File: src/rtl/rgb2yuv_encoder.sv
// -----------------------------------------------------------------------------
// rgb2yuv_encoder
//
// Converts 8-bit RGB pixels to 8-bit YCbCr (YUV) through a three-stage
// valid/ready pipeline:
//   stage 1 : nine coefficient products
//   stage 2 : signed sums plus rounding constant 128
//   stage 3 : arithmetic >>8, offset, clamp, registered outputs
// All stages advance together on en = !out_valid || out_ready, and in_ready
// equals en, so the pipeline never drops, duplicates or reorders a pixel.
//
// Parameter
//   FULL_RANGE   0 = BT.601 studio range (Y 16..235, U/V 16..240)
//                1 = full range JFIF (0..255 on every output)
//
// Optional feature (compile-time macro YUV422_CHROMA_EN)
//   Adds a pair stage after stage 3. Pixels are paired even/odd (parity
//   restarts at even on an accepted in_sol). Both pixels of a pair leave with
//   the rounded average of their chroma, even pixel first. An even pixel
//   with no partner, followed by a new line start, leaves with its own chroma.
//
// Ports
//   clk, rst_n                 clock, asynchronous active-low reset
//   R_in, G_in, B_in [7:0]     source pixel
//   in_valid / in_ready        input handshake
//   in_sol                     start of line, qualified by the input handshake
//   Y_out, U_out, V_out [7:0]  encoded pixel
//   out_valid / out_ready      output handshake
// -----------------------------------------------------------------------------
module rgb2yuv_encoder #(
  parameter bit FULL_RANGE = 1'b0
) (
  input  logic       clk,
  input  logic       rst_n,
  input  logic [7:0] R_in,
  input  logic [7:0] G_in,
  input  logic [7:0] B_in,
  input  logic       in_valid,
  output logic       in_ready,
  input  logic       in_sol,
  output logic [7:0] Y_out,
  output logic [7:0] U_out,
  output logic [7:0] V_out,
  output logic       out_valid,
  input  logic       out_ready
);

  typedef logic signed [17:0] s18_t;

  // Conversion coefficients (scaled by 256).
  localparam s18_t C_YR = FULL_RANGE ?  18'sd77  :  18'sd66;
  localparam s18_t C_YG = FULL_RANGE ?  18'sd150 :  18'sd129;
  localparam s18_t C_YB = FULL_RANGE ?  18'sd29  :  18'sd25;
  localparam s18_t C_UR = FULL_RANGE ? -18'sd43  : -18'sd38;
  localparam s18_t C_UG = FULL_RANGE ? -18'sd85  : -18'sd74;
  localparam s18_t C_UB = FULL_RANGE ?  18'sd128 :  18'sd112;
  localparam s18_t C_VR = FULL_RANGE ?  18'sd128 :  18'sd112;
  localparam s18_t C_VG = FULL_RANGE ? -18'sd107 : -18'sd94;
  localparam s18_t C_VB = FULL_RANGE ? -18'sd21  : -18'sd18;

  localparam s18_t ROUND = 18'sd128;
  localparam s18_t Y_OFF = FULL_RANGE ? 18'sd0   : 18'sd16;
  localparam s18_t C_OFF = 18'sd128;
  localparam s18_t Y_MIN = FULL_RANGE ? 18'sd0   : 18'sd16;
  localparam s18_t Y_MAX = FULL_RANGE ? 18'sd255 : 18'sd235;
  localparam s18_t C_MIN = FULL_RANGE ? 18'sd0   : 18'sd16;
  localparam s18_t C_MAX = FULL_RANGE ? 18'sd255 : 18'sd240;

  function automatic logic [7:0] clamp8(input s18_t val, input s18_t lo, input s18_t hi);
    if (val < lo)      clamp8 = lo[7:0];
    else if (val > hi) clamp8 = hi[7:0];
    else               clamp8 = val[7:0];
  endfunction

  logic en;
  assign in_ready = en;

  // ---------------------------------------------------------------------------
  // Line parity: next_odd says whether the next accepted pixel is odd.
  // An accepted in_sol forces the pixel to even.
  // ---------------------------------------------------------------------------
  logic next_odd;
  logic pix_odd;
  assign pix_odd = in_sol ? 1'b0 : next_odd;

  // NOTE: state is updated with non-blocking assignments so every register
  // samples the values from before the edge, independent of block order.
  always_ff @(posedge clk or negedge rst_n) begin
    if (!rst_n)                    next_odd <= 1'b0;
    else if (in_valid && in_ready) next_odd <= !pix_odd;
  end

  // ---------------------------------------------------------------------------
  // Stage 1: products. Pixels are zero-extended into the signed domain.
  // ---------------------------------------------------------------------------
  s18_t px_r, px_g, px_b;
  assign px_r = s18_t'({10'd0, R_in});
  assign px_g = s18_t'({10'd0, G_in});
  assign px_b = s18_t'({10'd0, B_in});

  s18_t s1_p [9];  // order: YR YG YB UR UG UB VR VG VB
  logic s1_valid, s1_odd;

  // NOTE: datapath registers are reset along with the valid bits so that
  // Y/U/V read as 0 during reset rather than stale pixel data.
  always_ff @(posedge clk or negedge rst_n) begin
    if (!rst_n) begin
      s1_valid <= 1'b0;
      s1_odd   <= 1'b0;
      for (int i = 0; i < 9; i++) s1_p[i] <= '0;
    end else if (en) begin
      s1_valid <= in_valid;
      s1_odd   <= pix_odd;
      s1_p[0]  <= px_r * C_YR;
      s1_p[1]  <= px_g * C_YG;
      s1_p[2]  <= px_b * C_YB;
      s1_p[3]  <= px_r * C_UR;
      s1_p[4]  <= px_g * C_UG;
      s1_p[5]  <= px_b * C_UB;
      s1_p[6]  <= px_r * C_VR;
      s1_p[7]  <= px_g * C_VG;
      s1_p[8]  <= px_b * C_VB;
    end
  end

  // ---------------------------------------------------------------------------
  // Stage 2: signed sums plus rounding constant.
  // ---------------------------------------------------------------------------
  s18_t s2_y, s2_u, s2_v;
  logic s2_valid, s2_odd;

  always_ff @(posedge clk or negedge rst_n) begin
    if (!rst_n) begin
      s2_valid <= 1'b0;
      s2_odd   <= 1'b0;
      s2_y     <= '0;
      s2_u     <= '0;
      s2_v     <= '0;
    end else if (en) begin
      s2_valid <= s1_valid;
      s2_odd   <= s1_odd;
      s2_y     <= s1_p[0] + s1_p[1] + s1_p[2] + ROUND;
      s2_u     <= s1_p[3] + s1_p[4] + s1_p[5] + ROUND;
      s2_v     <= s1_p[6] + s1_p[7] + s1_p[8] + ROUND;
    end
  end

  // ---------------------------------------------------------------------------
  // Stage 3 datapath: >>> floors negative sums, then offset and clamp.
  // ---------------------------------------------------------------------------
  s18_t y_off, u_off, v_off;
  logic [7:0] y_c, u_c, v_c;
  assign y_off = (s2_y >>> 8) + Y_OFF;
  assign u_off = (s2_u >>> 8) + C_OFF;
  assign v_off = (s2_v >>> 8) + C_OFF;
  assign y_c   = clamp8(y_off, Y_MIN, Y_MAX);
  assign u_c   = clamp8(u_off, C_MIN, C_MAX);
  assign v_c   = clamp8(v_off, C_MIN, C_MAX);

`ifdef YUV422_CHROMA_EN
  // ---------------------------------------------------------------------------
  // Stage 3 register, then the pair stage.
  // ---------------------------------------------------------------------------
  logic       s3_valid, s3_odd;
  logic [7:0] s3_y, s3_u, s3_v;

  // Even pixel waiting for its odd partner.
  logic       hold_valid;
  logic [7:0] hold_y, hold_u, hold_v;
  // Odd pixel waiting behind its even partner on the output.
  logic       pend_valid;
  logic [7:0] pend_y, pend_u, pend_v;

  logic       out_free;
  logic [7:0] avg_u, avg_v;

  assign out_free = !out_valid || out_ready;
  // A pending odd pixel owns the next output slot, so nothing else may move.
  assign en       = out_free && !pend_valid;
  assign avg_u    = 8'(({1'b0, hold_u} + {1'b0, s3_u} + 9'd1) >> 1);
  assign avg_v    = 8'(({1'b0, hold_v} + {1'b0, s3_v} + 9'd1) >> 1);

  always_ff @(posedge clk or negedge rst_n) begin
    if (!rst_n) begin
      s3_valid <= 1'b0;
      s3_odd   <= 1'b0;
      s3_y     <= '0;
      s3_u     <= '0;
      s3_v     <= '0;
    end else if (en) begin
      s3_valid <= s2_valid;
      s3_odd   <= s2_odd;
      s3_y     <= y_c;
      s3_u     <= u_c;
      s3_v     <= v_c;
    end
  end

  always_ff @(posedge clk or negedge rst_n) begin
    if (!rst_n) begin
      out_valid  <= 1'b0;
      Y_out      <= '0;
      U_out      <= '0;
      V_out      <= '0;
      hold_valid <= 1'b0;
      hold_y     <= '0;
      hold_u     <= '0;
      hold_v     <= '0;
      pend_valid <= 1'b0;
      pend_y     <= '0;
      pend_u     <= '0;
      pend_v     <= '0;
    end else if (out_free) begin
      out_valid <= 1'b0;
      if (pend_valid) begin
        out_valid  <= 1'b1;
        Y_out      <= pend_y;
        U_out      <= pend_u;
        V_out      <= pend_v;
        pend_valid <= 1'b0;
      end else if (s3_valid) begin
        if (!s3_odd) begin
          // A new even pixel (line restart) flushes an unpaired one as-is.
          if (hold_valid) begin
            out_valid <= 1'b1;
            Y_out     <= hold_y;
            U_out     <= hold_u;
            V_out     <= hold_v;
          end
          hold_valid <= 1'b1;
          hold_y     <= s3_y;
          hold_u     <= s3_u;
          hold_v     <= s3_v;
        end else if (hold_valid) begin
          out_valid  <= 1'b1;
          Y_out      <= hold_y;
          U_out      <= avg_u;
          V_out      <= avg_v;
          pend_valid <= 1'b1;
          pend_y     <= s3_y;
          pend_u     <= avg_u;
          pend_v     <= avg_v;
          hold_valid <= 1'b0;
        end else begin
          // Odd pixel without a held partner passes through unchanged.
          out_valid <= 1'b1;
          Y_out     <= s3_y;
          U_out     <= s3_u;
          V_out     <= s3_v;
        end
      end
    end
  end
`else
  // ---------------------------------------------------------------------------
  // Stage 3 register drives the outputs directly.
  // ---------------------------------------------------------------------------
  assign en = !out_valid || out_ready;

  // Parity is only consumed by the pair stage.
  logic unused_odd;
  assign unused_odd = s2_odd;

  always_ff @(posedge clk or negedge rst_n) begin
    if (!rst_n) begin
      out_valid <= 1'b0;
      Y_out     <= '0;
      U_out     <= '0;
      V_out     <= '0;
    end else if (en) begin
      out_valid <= s2_valid;
      Y_out     <= y_c;
      U_out     <= u_c;
      V_out     <= v_c;
    end
  end
`endif

endmodule

File: config.mk
export PLATFORM = sky130hd
export DESIGN_NAME = rgb2yuv_encoder
export DESIGN_NICKNAME = d
export VERILOG_FILES = /design/src/rtl/rgb2yuv_encoder.sv
export SDC_FILE = /design/constraint.sdc
export NUM_CORES = 1
export LEC_CHECK = 0
export CAP_MARGIN = 10
export CELL_PAD_IN_SITES_DETAIL_PLACEMENT = 0
export CELL_PAD_IN_SITES_GLOBAL_PLACEMENT = 2
export CORE_AREA = 2 2 187 189
export DETAILED_ROUTE_END_ITERATION = 8
export DIE_AREA = 0 0 189 191
export PLACE_DENSITY = 0.93
export SYNTH_ARGS = -nofsm -noshare
export SYNTH_HDL_FRONTEND = slang
export SYNTH_SLANG_ARGS = --single-unit
File: constraint.sdc
create_clock -name clk -period 9.45 [get_ports clk]
set_clock_uncertainty 0.1 [all_clocks]
set_input_delay 1.89 -clock clk [delete_from_list [all_inputs] [get_ports clk]]
set_output_delay 1.89 -clock clk [all_outputs]
set_load 0.05 [all_outputs]
==> results.md, run 1 <==
- CP max stage delay: 0.72 ns
- Netlist Area Pre-Place: ~15000 um^2
- IO Count: 55
- DR vias/cell: 5.051
- # setup viols final: 0
- RSZ-0062 raised after global routing: false
- Final hold violations: 0
- PwrDens: approximately 360 nW/um^2
- Grt ovf: 0
- Worst-path fanout max: 9
- Yosys warning count: 0
- Post-synth ARST share: between 90% and 100%
- Worst slack, placed: 2.418 ns
- DR vias: around 10000
- Post-synth EDFFs: 0
- Syn Area/Cell: 9.681 um^2
- CTS buffer count: 17
- Starting DRT DRC Count: ~530
- Total GRT Usage: around a fifth
- CP required: slightly below 10 ns
- Final worst setup slack: between 2 and 3 ns
- CP Class: in -> reg
- Clk_lat worst skew: around 0.43 ns
- Post-synth top area cell: dfrtp_1
- Drc violations: 0
- Sum Neg Setup Slack: 0 ns
- Crit. End Element: register
- Status: finished clean
- Slowest cell on the critical path: clkdlybuf4s50_1
- Main synth FF type: dfrtp_1
- IO buf count: between 50 and 60
- Post-CTS Resized: 0
- Vias in the first global route: 10504
- Final ANT Viol Nets: 0
- HPWL after DPL: between 20000 and 30000 um
- Hold WC Path Type: reg -> reg
- Crit path time final: 6.546 ns
- CTS sink cnt: between 150 and 200
- Post-layout util: approximately half
- CORE AREA: 34120 um^2
- Crit path launch type: input pin
- Achievable frequency: about 150 MHz
- Cts-stage hold buffer count: 0
- CTS tree: done
- Leading cell types by count after synthesis: 290 x ha_1, 199 x nand2_1, 180 x inv_1
- Chip width: ~190 um
- Normalized max-slew margin: a little over two fifths
- Most common cell in the netlist: ha_1
- Max Cap Viol: 0
- Most used cell, CP: inv_1
- H-tree depth: 4
- Final period util: around 69%
- Setup repair bufs after CTS: 0
- Die height: about 190 um
- Clock Tree Root: clkbuf_16
- Cell family with most CP delay: adder cells
- FP Rows: 68
- Share of cells above drive strength 1: 2.954%
- Largest net degree at the start of global routing: 86
- Leak: around 8.2 nW
- Total Wirelength: 33060 um
- Post-Syn Nets: roughly 2000
- Worst-path clk slew: ~0.070 ns
- Crit path DAT: ~6.8 ns
- Initial antenna violation count: 1
- CTS Buffer Depth: 2
- Flop and latch count out of synthesis: approximately 170
- Area growth, synth to finish: 10.64%
- DIE AREA: approximately 36000 um^2
- Starting density of the core: between 40% and 50%
- Avg WL per Cell: about 16 um
- Global-route wire length before repair: ~55000 um
- Worst-margin pin slew: 0.8609 ns
- Top post-synthesis cells by area: dfrtp_1 29%, ha_1 24%, fa_1 13%
- Synth Instances: around 1500
- Antenna diode count: 0
- Bufs and invs on worst path: 5
- Synth unique cells: 54
- Gpl congestion: between 0.8 and 0.9
- Slew Limit Fails: 0
- Fin nets: 1995
- Initial DRT Pass Iterations: 5
- Worst-path cell chain: clkdlybuf4s50_1 -> inv_1 -> ha_1 -> fa_1 -> inv_1 -> fa_1 -> inv_1 -> fa_1 -> inv_1 -> ha_1 -> a21oi_1 -> o21ai_2 -> o22a_2 -> a21o_1 -> a2111o_1 -> o2111ai_1 -> or3b_1
- Grt met3 use: under 10%
- Met2 usage: approximately a third
- GR Util met1: a little over a quarter
- GRT busiest layer: met2
- Peak supply drop: 0.0001878 V
- Seq/Total Area, Yosys: approximately 29%
- Synth top area share: just under 30%
==> cell usage in the layout, fill, tap and decap left out, drive strengths merged, types with 5 or more instances in the layout <==
master	n
nand3	18
clkbuf	17
nor2	88
o21bai	10
inv	190
o31ai	14
dfrtp	172
a22o	8
clkdlybuf4s50	52
o21ai	94
nor2b	13
and3	7
xor2	43
nor3	11
xnor2	44
nand2	199
o211ai	5
nand2b	15
fa	98
buf	7
o21a	11
a21oi	108
a21o	20
ha	290
==> cell type report <==
type,count,area [um^2]
repair buffers,59,576.8
inverters,181,681.9
well taps,455,569.3
clock buffers,17,425.4
flip-flops and latches,172,4304
clock inverters,15,151.4
multi-input cells,1147,9744
fillers,3227,17660
==> stage by stage <==
stage          std cells  hold WS, ns  total power [W]  instance area [um^2]
2_1_floorplan       1536       0.3300         0.004220                 14870
3_3_place_gp        2014       0.3403         0.005154                 15880
3_5_place_dp        2014       0.3561         0.005245                 15880
4_1_cts             2046       0.3729         0.005986                 16450
5_1_grt             2046       0.3939         0.006606                 16450
6_report            2046       0.3684         0.005929                 16450
==> tightest hold or removal path: stages, from the launching register on <==
cell and delay (ns):
dfrtp_1 0.34, nand2_1 0.05, nand2_1 0.05
==> routing by layer <==
layer	up-vias	share of wire, %
met2	120	48
met4	0	0.89
met1	4957	49
met3	11	2.3
met5	-	0
li1	5246	-
==> flip-flops by register name, indices dropped and copies added (netlist names), 8 cells and up <==
signal  flops
U_out       8
Y_out       8
s2_v       10
V_out       8
s2_u       10
s1_p      115
s2_y       10
==> logic make-up after synthesis <==
logic type	share of synthesized area, %
adder cells (fa/ha/maj)	37.59
AND/OR/NAND/NOR	10.42
AO/OA/AOI/OAI	12.34
buffers and inverters	5.578
flip-flops	28.94
XOR/XNOR	5.124
==> power breakdown <==
part	total, W	internal (W)	switching, W	leakage, nW
sequential	0.00136	0.00107	0.000285	2.03
combinational	0.00388	0.00164	0.00223	5.87
clock	0.000697	0.000353	0.000345	0.276
total	0.00593	0.00307	0.00286	8.18
==> final timing paths <==
check / from / end / slack [ns] / cells after the start
setup / recovery: G_in[4] / s1_p[87]$_DFFE_PN0P_ / 2.90 / 17
hold / removal: s2_valid$_DFFE_PN0P_ / s2_valid$_DFFE_PN0P_ / 0.37 / 2
setup reg to reg: s1_p[1]$_DFFE_PN0P_ / s2_u[16]$_DFFE_PN0P_ / 5.56 / 11
hold reg to reg: s2_valid$_DFFE_PN0P_ / s2_valid$_DFFE_PN0P_ / 0.37 / 2
max in group asynchronous: rst_n / s1_p[95]$_DFFE_PN0P_ / 6.74 / 2
min in group asynchronous: rst_n / V_out[7]$_DFFE_PN0P_ / 1.32 / 1
Power figures use the tool's default switching activity.
==> run 2: changes to the inputs <==
CORE_AREA = 2 2 204 206   (was 2 2 187 189)
DIE_AREA = 0 0 206 208   (was 0 0 189 191)
PLACE_DENSITY = 0.84   (was 0.93)
clock period = 5.3 ns   (was 9.45 ns; I/O delays follow)
==> run 2 against run 1 <==
Via count grew 1.2%. Final cell count grew 6.3%. Sequential power grew 80%. Non-clock buffer count grew 51. Clock power grew 85%. First-iteration DRC count shrank 21%. Critical path depth grew 1. Die area grew 19%. Cell area grew 3.4%. Clock-buffer cell count grew 1. Worst setup slack lost 2.7 ns. Largest cell class unchanged.
==> results.md, run 2 (same netlist as run 1, synthesis figures left out) <==
- Worst-path fanout max: 3
- Fin nets: 2046
- Vias in the first global route: between 10000 and 15000
- PwrDens: 636.4 nW/um^2
- Initial antenna violation count: 0
- CTS sink cnt: roughly 170
- Total Wirelength: 34170 um
- Worst-margin pin slew: 1.074 ns
- FP Rows: 74
- CTS buffer count: 17
- Share of cells above drive strength 1: ~6.1%
- GRT busiest layer: met2
- Slowest cell on the critical path: fa_1
- Total GRT Usage: between 15 and 20%
- Global-route wire length before repair: about 55000 um
- Most used cell, CP: inv_1
- Grt met3 use: under 10%
- Die height: 208 um
- Peak supply drop: 0.0003121 V
- CTS tree: done
- Clk_lat worst skew: 0.45 ns
- CP max stage delay: between 0.5 and 0.6 ns
- HPWL after DPL: about 27000 um
- Worst slack, placed: -0.4791 ns
- Slew Limit Fails: 0
- Bufs and invs on worst path: 6
- Initial DRT Pass Iterations: 5
- Footprint of the multi-input gates: 9773 um^2
- DR vias: 10459
- Largest net degree at the start of global routing: 191
- FF/Latch Area: between 4000 and 5000 um^2
- Fill cells: approximately 4000
- Max Cap Viol: 0
- Normalized max-slew margin: between 20% and 30%
- Clock Tree Root: clkbuf_16
- H-tree depth: 4
- Crit. End Element: register
- Final worst setup slack: 0.1746 ns
- CORE AREA: 40550 um^2
- Biggest register: s1_p
- IO buf count: 53
- Leak: between 8 and 9 nW
- CTS Buffer Depth: 2
- Antenna diode count: 0
- CP required: ~5.5 ns
- Cts-stage hold buffer count: 0
- Crit path launch type: input pin
- Drc violations: 0
- Pwr Total: between 0.01 and 0.015 W
- Hold WC Path Type: reg -> reg
- Met2 usage: 27.11%
- CP Class: in -> reg
- DR vias/cell: about 4.8
- Commonest non-fill, non-tap cell in the layout: ha_1
- Grt ovf: 0
- Worst-path cell chain: clkdlybuf4s50_1 -> inv_1 -> ha_1 -> inv_1 -> fa_1 -> inv_1 -> fa_1 -> inv_1 -> fa_1 -> inv_1 -> ha_4 -> a21oi_2 -> o21ai_2 -> o22a_2 -> a21o_1 -> a2111o_1 -> o2111ai_1 -> or3b_1
- Sum Neg Setup Slack: 0 ns
- GR Util met1: 23.74%
- Starting DRT DRC Count: between 400 and 500
- Crit path time final: between 5 and 6 ns
- Crit path DAT: between 5 and 6 ns
- Gpl congestion: approximately 0.85
- Max FFs per register: roughly 120
- Worst-path clk slew: roughly 0.07 ns
- Status: finished clean
- RSZ-0062 raised after global routing: false
- Area growth, synth to finish: 14.40%
- Final period util: 96.71%
- Final ANT Viol Nets: 0
- Cell family with most CP delay: adder cells
- DIE AREA: 42850 um^2
- Starting density of the core: 36.67%
- Chip width: between 200 and 250 um
- # setup viols final: 0
- Commonest non-fill, non-tap cells in the layout: 288 x ha_1, 199 x nand2_1, 180 x inv_1
- Avg WL per Cell: 15.72 um
- Achievable frequency: roughly 200 MHz
- IO Count: 55
- Final hold violations: 0
## run 2: changes by cell type in the layout (fill, tap and decap cells not counted), sizes merged
cell | before | now
buf | 7 | 58
inv | 190 | 187
bufinv | 0 | 2
clkbuf | 17 | 18
## run 2: layout make-up
type,count,area share (%)
Sequential cell,172,25.30
Inverter,181,4.009
Multi-Input combinational cell,1147,57.45
Tap cell,532,3.913
Timing Repair Buffer,110,5.862
Clock buffer,18,2.523
Clock inverter,14,0.9415
## run 2: worst paths after layout
check,endpoint,cells after the start,from,slack [ns]
setup / recovery,s1_p[87]$_DFFE_PN0P_,18,G_in[1],0.17
hold / removal,s2_valid$_DFFE_PN0P_,2,s2_valid$_DFFE_PN0P_,0.36
setup reg to reg,s2_u[17]$_DFFE_PN0P_,11,s1_p[2]$_DFFE_PN0P_,1.64
hold reg to reg,s2_valid$_DFFE_PN0P_,2,s2_valid$_DFFE_PN0P_,0.36
max in group asynchronous,s1_p[141]$_DFFE_PN0P_,2,rst_n,3.45
min in group asynchronous,V_out[6]$_DFFE_PN0P_,1,rst_n,0.61
## run 2: worst min-delay path: stages, from the launching register on
cell     delay, ns
dfrtp_1       0.34
nand2_1       0.05
nand2_1       0.05
## run 2: report_power, final
part	leakage (nW)	internal (W)	total, W	switching (W)
clock network	0.280	0.000705	0.00129	0.000581
logic	6.13	0.00303	0.00709	0.00406
registers	2.03	0.00191	0.00245	0.000546
## run 2: what timing repair did
| item | CTS | global route |
|---|---|---|
| setup endpoints to repair | 1 | 1 |
| cloned | 0 | 0 |
| resized for setup | 1 | 2 |
| pin swaps | 0 | 4 |
| hold endpoints to repair | 0 | 0 |
| setup buffers | 0 | 2 |
## run 2: through the flow
stage / instance area, um^2 / instances / util (%) / hold slack [ns]
after detailed placement: 16380 / 2140 / 40.39 / 0.3478
after global routing: 17010 / 2174 / 41.95 / 0.3861
final: 17010 / 2174 / 41.95 / 0.3600
after CTS: 16970 / 2172 / 41.85 / 0.3624
after global placement: 16380 / 2140 / 40.39 / 0.3407
after floorplan: 14870 / 1536 / - / 0.3300
## run 2: layer usage
| layer | share of wire, % | vias up |
|---|---|---|
| li1 | - | 5335 |
| met1 | 50 | 4988 |
| met2 | 47 | 110 |
| met3 | 2.0 | 26 |
| met4 | 1.3 | 0 |
| met5 | 0 | - |
